`src/rtl/seg7_pkg.sv`:
```
// Shared definitions for the seven-segment scanner: segment polarity,
// the hex-to-segment table and the digit index width helper.
package seg7_pkg;

    // Cathode byte with every segment and the decimal point dark.
    localparam logic [7:0] SEG_OFF   = 8'hFF;
    // Anodes are active low: 0 enables a digit.
    localparam logic       ANODE_ON  = 1'b0;
    localparam logic       ANODE_OFF = 1'b1;

    // Width needed to index n items; never less than one bit.
    function automatic int unsigned idx_width(input int unsigned n);
        if (n > 32'd1) begin
            return $clog2(n);
        end else begin
            return 32'd1;
        end
    endfunction

    // Active-high segment pattern {g,f,e,d,c,b,a} for one hex nibble.
    function automatic logic [6:0] hex_to_seg7(input logic [3:0] nib);
        logic [6:0] seg;
        case (nib)
            4'h0:    seg = 7'h3F;
            4'h1:    seg = 7'h06;
            4'h2:    seg = 7'h5B;
            4'h3:    seg = 7'h4F;
            4'h4:    seg = 7'h66;
            4'h5:    seg = 7'h6D;
            4'h6:    seg = 7'h7D;
            4'h7:    seg = 7'h07;
            4'h8:    seg = 7'h7F;
            4'h9:    seg = 7'h6F;
            4'hA:    seg = 7'h77;
            4'hB:    seg = 7'h7C;
            4'hC:    seg = 7'h39;
            4'hD:    seg = 7'h5E;
            4'hE:    seg = 7'h79;
            4'hF:    seg = 7'h71;
            default: seg = 7'h00;
        endcase
        return seg;
    endfunction

endpackage

```
`src/rtl/seg7_hex_decode.sv`:
```
// Combinational nibble to seven-segment decoder, active-high outputs.
// Polarity inversion for the board is applied in the scanner's output register.
module seg7_hex_decode
    import seg7_pkg::*;
(
    input  logic [3:0] nibble_i,
    output logic [6:0] seg_o
);

    // Look up the segment pattern for the selected nibble.
    always_comb begin
        seg_o = hex_to_seg7(nibble_i);
    end

endmodule

```
`src/rtl/seg7_scan_ctrl.sv`:
```
// Multiplexed seven-segment scanner. A loaded word is held in a shadow
// buffer and swapped into the displayed (active) buffer at frame boundaries.
// Each digit slot is split into 2**BR_W PWM phases; phase 0 is dead time so
// the previous digit's cathodes never ghost onto the next anode.
module seg7_scan_ctrl
    import seg7_pkg::*;
#(
    parameter int unsigned N_DIGITS = 8,
    parameter int unsigned N_GROUPS = 2,
    parameter int unsigned SCAN_DIV = 3125,
    parameter int unsigned BR_W     = 4
) (
    input  logic                               clk,
    input  logic                               rst_n,
    input  logic                               load,
    input  logic [4*N_DIGITS-1:0]              value,
    input  logic [N_DIGITS-1:0]                dp_mask,
    input  logic [N_DIGITS-1:0]                blank_mask,
    input  logic [BR_W-1:0]                    bright,
    input  logic                               hold,
    output logic [N_DIGITS-1:0]                anode,
    output logic [8*N_GROUPS-1:0]              cathode,
    output logic [idx_width(N_DIGITS)-1:0]     cur_digit,
    output logic                               frame_start
);

    localparam int unsigned IDX_W          = idx_width(N_DIGITS);
    localparam int unsigned GRP_W          = idx_width(N_GROUPS);
    localparam int unsigned PRESC_W        = idx_width(SCAN_DIV);
    localparam int unsigned DIGITS_PER_GRP = N_DIGITS / N_GROUPS;
    localparam logic [BR_W-1:0]    PHASE_MAX  = {BR_W{1'b1}};
    localparam logic [PRESC_W-1:0] PRESC_LAST = PRESC_W'(SCAN_DIV - 1);
    localparam logic [IDX_W-1:0]   DIGIT_LAST = IDX_W'(N_DIGITS - 1);

    // Scan counters
    logic [PRESC_W-1:0]      presc_q,  presc_d;
    logic [BR_W-1:0]         phase_q,  phase_d;
    logic [IDX_W-1:0]        digit_q,  digit_d;

    // Shadow (written by load) and active (displayed) buffers
    logic [4*N_DIGITS-1:0]   shadow_val_q,   shadow_val_d;
    logic [N_DIGITS-1:0]     shadow_dp_q,    shadow_dp_d;
    logic [N_DIGITS-1:0]     shadow_blank_q, shadow_blank_d;
    logic [4*N_DIGITS-1:0]   active_val_q,   active_val_d;
    logic [N_DIGITS-1:0]     active_dp_q,    active_dp_d;
    logic [N_DIGITS-1:0]     active_blank_q, active_blank_d;
    logic                    pending_q,      pending_d;

    // Registered pin drivers
    logic [N_DIGITS-1:0]     anode_q,       anode_d;
    logic [8*N_GROUPS-1:0]   cathode_q,     cathode_d;
    logic                    frame_start_q, frame_start_d;

    // Combinational helpers
    logic                    tick_s;
    logic                    slot_end_s;
    logic                    wrap_s;
    logic [3:0]              nibble_s;
    logic                    dp_s;
    logic                    blank_s;
    logic                    enable_s;
    logic [GRP_W-1:0]        grp_s;
    logic [6:0]              seg_s;

    seg7_hex_decode u_decode (
        .nibble_i (nibble_s),
        .seg_o    (seg_s)
    );

    // Prescaler tick, end of digit slot and end of frame detection.
    always_comb begin
        tick_s     = (presc_q == PRESC_LAST);
        slot_end_s = tick_s && (phase_q == PHASE_MAX);
        wrap_s     = slot_end_s && (digit_q == DIGIT_LAST);
    end

    // Next-state for prescaler, PWM phase and digit index.
    always_comb begin
        presc_d = presc_q;
        phase_d = phase_q;
        digit_d = digit_q;
        if (tick_s) begin
            presc_d = {PRESC_W{1'b0}};
            phase_d = phase_q + BR_W'(1);
        end else begin
            presc_d = presc_q + PRESC_W'(1);
        end
        if (slot_end_s) begin
            if (digit_q == DIGIT_LAST) begin
                digit_d = {IDX_W{1'b0}};
            end else begin
                digit_d = digit_q + IDX_W'(1);
            end
        end else begin
            digit_d = digit_q;
        end
    end

    // Shadow capture, frame-boundary swap and pending bookkeeping.
    always_comb begin
        shadow_val_d   = shadow_val_q;
        shadow_dp_d    = shadow_dp_q;
        shadow_blank_d = shadow_blank_q;
        active_val_d   = active_val_q;
        active_dp_d    = active_dp_q;
        active_blank_d = active_blank_q;
        pending_d      = pending_q;
        if (hold) begin
            // Display frozen: ignore loads, keep any pending swap for later.
            pending_d = pending_q;
        end else if (load && wrap_s) begin
            // Load on the boundary itself goes straight to the display.
            shadow_val_d   = value;
            shadow_dp_d    = dp_mask;
            shadow_blank_d = blank_mask;
            active_val_d   = value;
            active_dp_d    = dp_mask;
            active_blank_d = blank_mask;
            pending_d      = 1'b0;
        end else if (load) begin
            shadow_val_d   = value;
            shadow_dp_d    = dp_mask;
            shadow_blank_d = blank_mask;
            pending_d      = 1'b1;
        end else if (wrap_s && pending_q) begin
            active_val_d   = shadow_val_q;
            active_dp_d    = shadow_dp_q;
            active_blank_d = shadow_blank_q;
            pending_d      = 1'b0;
        end else begin
            pending_d = pending_q;
        end
    end

    // Select the current digit's data and decide whether it is lit this phase.
    always_comb begin
        nibble_s = active_val_q[int'(digit_q)*4 +: 4];
        dp_s     = active_dp_q[digit_q];
        blank_s  = active_blank_q[digit_q];
        grp_s    = GRP_W'(int'(digit_q) / int'(DIGITS_PER_GRP));
        enable_s = (phase_q != {BR_W{1'b0}}) && (phase_q <= bright) && !blank_s;
    end

    // Build next anode/cathode pin values; only the lit digit's bank is driven.
    always_comb begin
        anode_d       = {N_DIGITS{ANODE_OFF}};
        cathode_d     = {N_GROUPS{SEG_OFF}};
        frame_start_d = wrap_s;
        if (enable_s) begin
            anode_d[digit_q]               = ANODE_ON;
            cathode_d[int'(grp_s)*8 +: 8]  = ~{dp_s, seg_s};
        end else begin
            anode_d   = {N_DIGITS{ANODE_OFF}};
            cathode_d = {N_GROUPS{SEG_OFF}};
        end
    end

    // State and output registers; reset leaves the display dark.
    always_ff @(posedge clk or negedge rst_n) begin
        if (!rst_n) begin
            presc_q        <= {PRESC_W{1'b0}};
            phase_q        <= {BR_W{1'b0}};
            digit_q        <= {IDX_W{1'b0}};
            shadow_val_q   <= {(4*N_DIGITS){1'b0}};
            shadow_dp_q    <= {N_DIGITS{1'b0}};
            shadow_blank_q <= {N_DIGITS{1'b1}};
            active_val_q   <= {(4*N_DIGITS){1'b0}};
            active_dp_q    <= {N_DIGITS{1'b0}};
            active_blank_q <= {N_DIGITS{1'b1}};
            pending_q      <= 1'b0;
            anode_q        <= {N_DIGITS{ANODE_OFF}};
            cathode_q      <= {N_GROUPS{SEG_OFF}};
            frame_start_q  <= 1'b0;
        end else begin
            presc_q        <= presc_d;
            phase_q        <= phase_d;
            digit_q        <= digit_d;
            shadow_val_q   <= shadow_val_d;
            shadow_dp_q    <= shadow_dp_d;
            shadow_blank_q <= shadow_blank_d;
            active_val_q   <= active_val_d;
            active_dp_q    <= active_dp_d;
            active_blank_q <= active_blank_d;
            pending_q      <= pending_d;
            anode_q        <= anode_d;
            cathode_q      <= cathode_d;
            frame_start_q  <= frame_start_d;
        end
    end

    // Drive ports from registers.
    always_comb begin
        anode       = anode_q;
        cathode     = cathode_q;
        cur_digit   = digit_q;
        frame_start = frame_start_q;
    end

endmodule

```
`config.mk`:
```
export PLATFORM = sky130hd
export DESIGN_NAME = seg7_scan_ctrl
export DESIGN_NICKNAME = d
export VERILOG_FILES = /design/src/rtl/seg7_pkg.sv /design/src/rtl/seg7_hex_decode.sv /design/src/rtl/seg7_scan_ctrl.sv
export SDC_FILE = /design/constraint.sdc
export NUM_CORES = 1
export LEC_CHECK = 0
export CORE_MARGIN = 8
export CORE_UTILIZATION = 60
export DETAILED_ROUTE_END_ITERATION = 7
export GPL_ROUTABILITY_DRIVEN = 1
export PLACE_DENSITY = 0.86
export SYNTH_ARGS = -nofsm -noshare
export SYNTH_HDL_FRONTEND = slang
export SYNTH_SLANG_ARGS = --single-unit
```
`constraint.sdc`:
```
create_clock -name clk -period 7.35 [get_ports clk]
set_input_delay 1.1025 -clock clk [delete_from_list [all_inputs] [get_ports clk]]
set_output_delay 1.1025 -clock clk [all_outputs]
set_load 0.05 [all_outputs]
```
==> flow_summary_export.csv, run 1 <==
group,metric,value,unit
run_status,status,"finished clean",
sta,max_freq,282,MHz
clock_network,clkTransAtPathRegs,0.06,ns
placed_design,dpl_cell_area,0.00751,sq mm
global_routing,grt_max_degree,97,
synth,synth_top_family_by_area,"multiplexers",
worst_setup_path,r2r_start,"cur_digit[2]",
drt,drc_errors,0,
sta,rsz0062_at_grt,"false",
worst_hold_path,holdCritPathClass,"register to register",
layout,nFillCells,719,
floorplan,initial_core_util,0.613,
worst_hold_path,hold_start,"active_blank_q[5]",
floorplan,chipHeight,121,um
layout,design_area,0.00805,sq mm
floorplan,fp.dieW,121,um
power,comb_power_share,0.074,
drt,routedWlPerCell,17.7,um
layout,synthToLayoutAreaGrowth,21.0,%
power,p_int,1.37,mW
sta,layout_min_cycle_time,3.55,ns
global_routing,overflow,0,
synth,synthDistinctLibCells,59,
clock_network,cts_tree,"built",
clock_network,clockBufferDepth,2,
power,share_seq_of_total_power,0.482,
floorplan,ios,84,
drt,drt-total-wl,14.0,mm
global_routing,antenna_found_initial,0,
synth,synth_cells,560,
sta,slew_headroom,0.197,
layout,drive_above_1_share,0.216,
worst_setup_path,crit_chain,"clkdlybuf4s50_1",
floorplan,core-area,0.0108,sq mm
worst_setup_path,slowest_stage,"clkdlybuf4s50_1",
synth,synthSimpleGateAreaFrac,0.112,
placed_design,dp_hpwl,9.29,mm
worst_setup_path,critPathTopFamily,"buffers and inverters",
power,p_leak,3.64,nW
synth,synth-compound-area-share,0.0815,
placed_design,dp_cells,756,
drt,drtPass1Iterations,5,
clock_network,cts_sinks,141,
clock_network,htreeDepth,4,
synth,synth-xor-area-share,0.0184,
synth,synth_async_sr_flop_share,1.00,
power,p_clk_frac,0.444,
clock_network,cts_buffers,17,
worst_setup_path,ff2ff_setup_slack,4.48,ns
floorplan,die_area,0.0147,sq mm
sta,setup_viol,0,
worst_hold_path,hold_end,"active_blank_q[5]",
worst_setup_path,required,6.25,ns
synth,ys_seq_elements,141,
worst_setup_path,reg2reg_to,"cathode[3]",
power,p_sw,0.377,mW
layout,diodes,0,
layout,final_cells,788,
worst_setup_path,crit_path_end_kind,"output port",
global_routing,grt_usage,0.202,
clock_network,cts_root_buf,"clkbuf_8",
drt,drt_iter0_markers,388,
worst_setup_path,cp.arrival,2.45,ns
clock_network,insertion_delay,0.53,ns
global_routing,first_global_vias,4731,
synth,avgSynthCellArea,11.9,sq um
power,ir_worst_vdd,0.151,mV
synth,yosysWarnings,0,
clock_network,cts_setup_buffers,0,
sta,fin_setup_tns,0,ns
placed_design,routabilityCongestion,0.784,
worst_setup_path,cp_max_fo,26,
worst_setup_path,r2r_cells,7,
global_routing,grt_first_pass_wirelength,23.2,mm
synth,syn_area,0.00665,sq mm
layout,final_nets,707,
synth,synth_mux_area_frac,0.183,
floorplan,row_count,38,
sta,report.final.hold_viol_count,0,
worst_setup_path,cp.depth,1,
run,maxCapViolCount,0,
sta,fin_crit_sh,0.483,
placed_design,port_buffers,83,
power,power.density,217,mW/mm^2
synth,synth_ff_type,"dfrtp_1",
worst_setup_path,crit_buf_inv,1,
sta,slew_violations,0,
worst_setup_path,critPathLaunchType,"register",
layout,mostFrequentLayoutCells,"dfrtp_1, clkdlybuf4s50_1, nand2_1",
synth,seq_area_frac_synth,0.538,
power,switching_share,0.216,
sta,worst_pin_slew,1.20,ns
synth,synth_edf_count,0,
sta,worst_clock_skew,0.00625,ns
drt,detail-route-antenna-nets,0,
clock_network,ctsHoldBuffers,0,
clock_network,post_cts_resized,0,
layout,layout_commonest_cell,"dfrtp_1",
worst_setup_path,critical_path_class,"register to output port",
layout,utilization,0.742,
worst_setup_path,max_stage_delay,0.98,ns
synth,synthAdderAreaFrac,0.0301,
worst_hold_path,hold_depth,2,
synth,syn_nets,632,
drt,viasPerCell,5.85,
drt,vias,4607,
-- worst max-delay path by stage --
| stage | start | endpoint | slack [ns] |
|---|---|---|---|
| 5_1_grt | cur_digit[2] | cur_digit[2] | 3.69 |
| 6_report | cur_digit[2] | cur_digit[2] | 3.80 |
| 3_3_place_gp | hold | shadow_dp_q[6] | 4.27 |
| 3_5_place_dp | bright[1] | cathode[2] | 4.19 |
| 4_1_cts | cur_digit[2] | cur_digit[2] | 3.78 |
| 2_1_floorplan | cur_digit[1] | cathode[11] | 4.71 |
-- logic make-up (layout without fill, tap and decap cells) --
logic type,Yosys count,count (layout)
buffers and inverters,47,135
XOR/XNOR,14,14
AO/OA/AOI/OAI,88,88
multiplexers,111,111
AND/OR/NAND/NOR,143,143
flip-flops,141,141
adder cells (fa/ha/maj),16,16
-- per-stage QoR --
| stage | total power, mW | setup slack (ns) | hold slack (ns) |
|---|---|---|---|
| 6_report | 1.74 | 3.80 | 0.464 |
| 5_1_grt | 1.81 | 3.69 | 0.472 |
| 4_1_cts | 1.76 | 3.78 | 0.466 |
| 3_5_place_dp | 0.983 | 4.19 | 0.457 |
| 3_3_place_gp | 0.975 | 4.27 | 0.454 |
| 2_1_floorplan | 0.914 | 4.71 | 0.444 |
-- power groups by stage --
| stage | Clock, mW | Sequential, mW | Combinational [mW] |
|---|---|---|---|
| 6_report | 0.775 | 0.841 | 0.129 |
| 3_3_place_gp | 0 | 0.849 | 0.125 |
| 4_1_cts | 0.788 | 0.840 | 0.132 |
| 3_5_place_dp | 0 | 0.853 | 0.130 |
| 2_1_floorplan | 0 | 0.847 | 0.0666 |
| 5_1_grt | 0.823 | 0.845 | 0.142 |
-- area by class of cell --
class                      count  area [sq um]  area share
clock buffer                  25           474      0.0589
clock inverter                 7          62.6     0.00777
inverter                      15          56.3     0.00700
multi-input combinational    372          2830       0.352
sequential                   141          3580       0.445
tap                          140           175      0.0218
timing repair buffer          88           870       0.108
-- synth_stat cells, types with 9 or more instances --
| library cell | n | area share |
|---|---|---|
| clkbuf_1 | 15 | 0.0085 |
| dfrtp_1 | 101 | 0.38 |
| dfstp_2 | 40 | 0.16 |
| ha_1 | 16 | 0.030 |
| inv_1 | 15 | 0.0085 |
| xnor2_1 | 9 | 0.012 |
| o21ai_1 | 50 | 0.038 |
| nand2_1 | 68 | 0.038 |
| mux2i_1 | 55 | 0.083 |
| nand3_1 | 15 | 0.011 |
| mux2_2 | 51 | 0.086 |
| nor2_1 | 18 | 0.010 |
-- flip-flops by register name (all words and copies together) (netlist names) --
name,cells
active_blank_q,8
active_dp_q,8
active_val_q,32
anode,8
cathode,16
cur_digit,3
frame_start,1
pending_q,1
phase_q,4
presc_q,12
shadow_blank_q,8
shadow_dp_q,8
shadow_val_q,32
-- routing by layer --
metal	wire (um)	global-route usage	vias to the layer above
met3	898	0.0591	33
met1	5850	0.242	2272
li1	-	-	2145
met2	6950	0.336	157
met4	280	0.0810	0
met5	0	0	-
Note: power is estimated with default switching activity, not from simulation.
==> run 2: changes to the inputs <==
--- a/config.mk
+++ b/config.mk
@@ -6,10 +6,10 @@
 export NUM_CORES = 1
 export LEC_CHECK = 0
 export CORE_MARGIN = 8
-export CORE_UTILIZATION = 60
+export CORE_UTILIZATION = 56
 export DETAILED_ROUTE_END_ITERATION = 7
 export GPL_ROUTABILITY_DRIVEN = 1
-export PLACE_DENSITY = 0.86
+export PLACE_DENSITY = 0.82
 export SYNTH_ARGS = -nofsm -noshare
 export SYNTH_HDL_FRONTEND = slang
 export SYNTH_SLANG_ARGS = --single-unit
==> constraint.sdc (replaced) <==
create_clock -name clk -period 3.4 [get_ports clk]
set_input_delay 0.51 -clock clk [delete_from_list [all_inputs] [get_ports clk]]
set_output_delay 0.51 -clock clk [all_outputs]
set_load 0.05 [all_outputs]
==> run 2 against run 1 <==
Non-clock buffer count grew 1. Clock skew grew 0.0023 ns. Critical path depth unchanged. Clock-buffer cell count grew 2. Via count decreased by 0.80%. Flip-flop and latch count stayed put. Power increased by 120%. Cell count rose by 1.0%. Critical endpoint unchanged.
==> flow_summary_export.csv, run 2 (synthesized netlist as in run 1, its figures left out) <==
group,metric,value,unit
worst_setup_path,r2r_cells,5,
floorplan,fp.dieW,125,um
layout,mostFrequentLayoutCells,"dfrtp_1, clkdlybuf4s50_1, nand2_1",
run_status,status,"finished clean",
power,ir_worst_vdd,0.263,mV
worst_setup_path,critPathLaunchType,"register",
clock_network,insertion_delay,0.42,ns
sta,whs,0.142,ns
sta,fin_setup_tns,0,ns
clock_network,cts_tree,"built",
global_routing,first_global_vias,4813,
worst_setup_path,required,2.89,ns
drt,drc_errors,0,
sta,worst_pin_slew,0.832,ns
worst_setup_path,cp_max_fo,26,
worst_hold_path,holdCritPathClass,"primary input to asynchronous set/reset pin",
sta,max_freq,356,MHz
sta,rsz0062_at_grt,"false",
placed_design,dp_hpwl,10.1,mm
floorplan,chipHeight,125,um
layout,drive_above_1_share,0.222,
clock_network,clkTransAtPathRegs,0.06,ns
worst_setup_path,critPathTopFamily,"buffers and inverters",
drt,detail-route-antenna-nets,0,
layout,synthToLayoutAreaGrowth,22.7,%
drt,drt_iter0_markers,433,
global_routing,antenna_found_initial,0,
placed_design,port_buffers,83,
worst_setup_path,reg2reg_to,"cathode[6]",
sta,slew_violations,0,
power,p_leak,3.70,nW
clock_network,cts_sinks,141,
worst_setup_path,r2r_start,"cur_digit[0]",
sta,worst_clock_skew,0.00856,ns
global_routing,grt_max_degree,97,
sta,layout_min_cycle_time,2.81,ns
floorplan,ios,84,
worst_setup_path,critical_path_class,"register to output port",
worst_setup_path,crit_chain,"clkdlybuf4s50_1",
clock_network,ctsHoldBuffers,0,
worst_setup_path,max_stage_delay,0.99,ns
layout,layout_commonest_cell,"dfrtp_1",
clock_network,cts_root_buf,"clkbuf_16",
clock_network,htreeDepth,4,
drt,drt-total-wl,14.4,mm
sta,slew_headroom,0.445,
clock_network,clockBufferDepth,2,
worst_setup_path,cp.arrival,2.30,ns
clock_network,cts_setup_buffers,0,
worst_setup_path,cp.depth,1,
drt,vias,4570,
clock_network,post_cts_resized,0,
run,maxCapViolCount,0,
placed_design,routabilityCongestion,0.864,
global_routing,grt_usage,0.192,
sta,report.final.hold_viol_count,0,
floorplan,row_count,40,
power,power.total,3.92,mW
floorplan,initial_core_util,0.563,
drt,drtPass1Iterations,6,
layout,final_nets,708,
drt,routedWlPerCell,18.1,um
layout,diodes,0,
global_routing,grt_first_pass_wirelength,24.0,mm
worst_setup_path,ff2ff_setup_slack,0.61,ns
sta,fin_crit_sh,0.826,
floorplan,die_area,0.0156,sq mm
power,power.density,480,mW/mm^2
drt,viasPerCell,5.74,
global_routing,overflow,0,
worst_setup_path,crit_buf_inv,1,
sta,setup_viol,0,
worst_setup_path,crit_path_end_kind,"output port",
clock_network,cts_buffers,17,
worst_setup_path,slowest_stage,"clkdlybuf4s50_1",
floorplan,core-area,0.0118,sq mm
## run 2: cell count changes in the layout (fill, tap and decap cells not counted)
cell,delta
clkbuf_8,+4
clkbuf_16,+1
clkbuf_1,-3
clkinv_2,-2
buf_4,-2
buf_12,+3
## run 2: worst max-delay path by stage
| stage | start | endpoint | slack [ns] |
|---|---|---|---|
| finish | cur_digit[2] | cur_digit[2] | 0.59 |
| global route | cur_digit[0] | cathode[6] | 0.43 |
| detailed placement | cur_digit[1] | cathode[11] | 0.67 |
| CTS | cur_digit[2] | cur_digit[2] | 0.59 |
| global placement | cur_digit[0] | cathode[11] | 0.78 |
| floorplan | cur_digit[1] | cathode[11] | 0.76 |
## run 2: layer usage
layer,GRT usage,up-vias,share of wire
met2,0.313,139,0.50
met1,0.230,2248,0.42
li1,-,2145,-
met5,0,-,0
met4,0.0989,0,0.028
met3,0.0514,38,0.050
## run 2: area by class of cell
| class | instances | area (sq um) |
|---|---|---|
| clock inverter | 5 | 52.6 |
| inverter | 15 | 56.3 |
| tap | 147 | 184 |
| multi-input combinational | 372 | 2830 |
| clock buffer | 27 | 543 |
| fill | 824 | 3650 |
| sequential | 141 | 3580 |
| timing repair buffer | 89 | 915 |
## run 2: through the flow
| stage | std cells | setup WS [ns] | util | instance area [sq um] |
|---|---|---|---|---|
| floorplan | 560 | 0.764 | - | 6650 |
| global placement | 764 | 0.783 | 0.640 | 7560 |
| detailed placement | 764 | 0.667 | 0.640 | 7560 |
| CTS | 796 | 0.590 | 0.691 | 8160 |
| global route | 796 | 0.431 | 0.691 | 8160 |
| finish | 796 | 0.593 | 0.691 | 8160 |
## run 2: power by group
part | internal, mW | switching (mW) | leakage [nW] | total, mW
Sequential | 1.78 | 0.0411 | 1.72 | 1.82
Combinational | 0.160 | 0.119 | 1.68 | 0.279
Clock | 1.16 | 0.662 | 0.295 | 1.82
Total | 3.09 | 0.821 | 3.70 | 3.92
==> run 3: changes to the inputs <==
==> constraint.sdc (replaced) <==
create_clock -name clk -period 2.8 [get_ports clk]
set_input_delay 0.42 -clock clk [delete_from_list [all_inputs] [get_ports clk]]
set_output_delay 0.42 -clock clk [all_outputs]
set_load 0.05 [all_outputs]
==> run 3 against run 2 <==
Die area stayed put. Routed wire length is 0.43% higher. Sequential power is 21% higher. Utilization is 0.49 points higher. Cell count is 1.5% higher. Critical path depth is 1 higher. Largest cell class unchanged.
==> flow_summary_export.csv, run 3 (synthesized netlist as in run 1, its figures left out) <==
group,metric,value,unit
run_status,status,"finished clean",
layout,final-seq-area,0.00358,sq mm
worst_setup_path,cp_max_fo,13,
worst_setup_path,cp.depth,2,
drt,drt_iter0_markers,334,
global_routing,first_global_vias,4961,
drt,routedWlPerCell,17.9,um
power,ir_worst_vdd,0.389,mV
power,share_seq_of_total_power,0.476,
global_routing,antenna_found_initial,0,
sta,worst_clock_skew,0.00495,ns
clock_network,clkTransAtPathRegs,0.06,ns
placed_design,dp_hpwl,10.3,mm
worst_setup_path,cp.arrival,2.14,ns
sta,setup_viol,0,
worst_setup_path,max_stage_delay,0.84,ns
worst_setup_path,required,2.38,ns
layout,layout_commonest_cell,"dfrtp_1",
drt,drtPass1Iterations,4,
worst_hold_path,holdCritPathClass,"register to register",
floorplan,ios,84,
clock_network,cts_tree,"built",
sta,layout_min_cycle_time,2.56,ns
sta,fin_crit_sh,0.914,
power,p_sw,1.01,mW
floorplan,fp.dieW,125,um
power,p_clk_frac,0.451,
worst_setup_path,r2r_cells,8,
global_routing,overflow,0,
run,maxCapViolCount,0,
clock_network,cts_setup_buffers,0,
clock_network,cts_buffers,17,
drt,drt-total-wl,14.5,mm
power,power.density,565,mW/mm^2
placed_design,port_buffers,83,
worst_setup_path,crit_path_end_kind,"output port",
layout,nFillCells,828,
clock_network,insertion_delay,0.43,ns
placed_design,dpl_cell_area,0.00766,sq mm
sta,slew_headroom,0.558,
layout,final_nets,720,
floorplan,chipHeight,125,um
layout,multi_input_area,0.00283,sq mm
floorplan,initial_core_util,0.563,
floorplan,core-area,0.0118,sq mm
floorplan,row_count,40,
worst_setup_path,critPathLaunchType,"register",
drt,detail-route-antenna-nets,0,
layout,design_area,0.00822,sq mm
worst_setup_path,critPathTopFamily,"buffers and inverters",
sta,rsz0062_at_grt,"false",
placed_design,routabilityCongestion,0.816,
power,p_leak,3.74,nW
global_routing,grt_max_degree,97,
worst_setup_path,critical_path_class,"register to output port",
sta,slew_violations,0,
floorplan,die_area,0.0156,sq mm
layout,diodes,0,
layout,synthToLayoutAreaGrowth,23.6,%
layout,final_cells,808,
layout,mostFrequentLayoutCells,"dfrtp_1, clkdlybuf4s50_1, nand2_1",
worst_hold_path,hold_depth,2,
sta,fin_setup_tns,0,ns
drt,vias,4600,
clock_network,clockBufferDepth,2,
power,comb_power_share,0.073,
global_routing,grt_usage,0.195,
drt,drc_errors,0,
worst_setup_path,crit_buf_inv,2,
placed_design,dp_cells,775,
layout,drive_above_1_share,0.230,
power,p_int,3.64,mW
clock_network,cts_sinks,141,
worst_setup_path,crit_chain,"buf_4 -> clkdlybuf4s50_1",
drt,viasPerCell,5.69,
sta,worst_pin_slew,0.662,ns
sta,report.final.hold_viol_count,0,
clock_network,htreeDepth,4,
power,switching_share,0.217,
global_routing,grt_first_pass_wirelength,24.3,mm
sta,max_freq,391,MHz
clock_network,cts_root_buf,"clkbuf_16",
worst_setup_path,slowest_stage,"clkdlybuf4s50_1",
run 3: changes by cell type in the layout (fill, tap and decap cells not counted):
cell / previous run / this run
buf_4: 3 / 13
clkbuf_8: 8 / 3
dlygate4sd3_1: 0 / 1
clkinv_2: 3 / 5
buf_12: 3 / 4
clkbuf_1: 2 / 5
run 3: power groups by stage:
| stage | Sequential, mW | Combinational [mW] | Clock [mW] |
|---|---|---|---|
| 6_report | 2.21 | 0.340 | 2.09 |
| 5_1_grt | 2.22 | 0.375 | 2.20 |
| 3_5_place_dp | 2.24 | 0.346 | 0 |
| 2_1_floorplan | 2.22 | 0.175 | 0 |
| 4_1_cts | 2.21 | 0.348 | 2.12 |
| 3_3_place_gp | 2.23 | 0.331 | 0 |
run 3: what timing repair did:
| action | CTS | global route |
|---|---|---|
| gates resized for setup | 0 | 0 |
| endpoints found under the hold margin | 47 | 0 |
| endpoints found under the setup margin | 0 | 0 |
| hold buffers | 1 | 0 |
run 3: path summary, 6_finish.rpt:
path / end / startpoint / slack (ns)
worst max register to register: cathode[11] / cur_digit[0] / 0.27
min in group asynchronous: phase_q[3] / rst_n / 0.53
worst min register to register: active_blank_q[5] / active_blank_q[5] / 0.47
worst min-delay path: active_blank_q[5] / active_blank_q[5] / 0.47
max in group asynchronous: shadow_blank_q[3] / rst_n / 1.42
worst max-delay path: cur_digit[0] / cur_digit[0] / 0.24
run 3: worst reg2reg max path, delay by kind of cell (launching register included):
family | cells | cell delay (ns)
and+or+nand+nor | 4 | 0.98
DFF | 1 | 0.62
adders and majority gates | 1 | 0.33
buffers and inverters | 1 | 0.26
AOI/OAI and AO/OA | 2 | 0.25
run 3: through the flow:
| stage | worst slack [ns] | hold WS, ns | total power, mW | utilization |
|---|---|---|---|---|
| global route | 0.100 | 0.492 | 4.80 | 0.696 |
| CTS | 0.228 | 0.469 | 4.68 | 0.696 |
| finish | 0.240 | 0.469 | 4.64 | 0.696 |
| detailed placement | 0.279 | 0.427 | 2.58 | 0.648 |
| global placement | 0.410 | 0.419 | 2.56 | 0.648 |
| floorplan | 0.164 | 0.124 | 2.40 | - |
run 3: metal layers:
metal | global-route usage | up-vias | part of all wire
li1 | - | 2168 | -
met1 | 0.230 | 2275 | 0.43
met2 | 0.320 | 127 | 0.49
met3 | 0.0582 | 30 | 0.053
met4 | 0.0981 | 0 | 0.026
met5 | 0 | - | 0
run 3: area by class of cell:
cell class | count | share of cell area
sequential | 141 | 0.436
multi-input combinational | 372 | 0.344
timing repair buffer | 101 | 0.124
clock buffer | 25 | 0.0591
tap | 147 | 0.0224
clock inverter | 7 | 0.00761
inverter | 15 | 0.00685
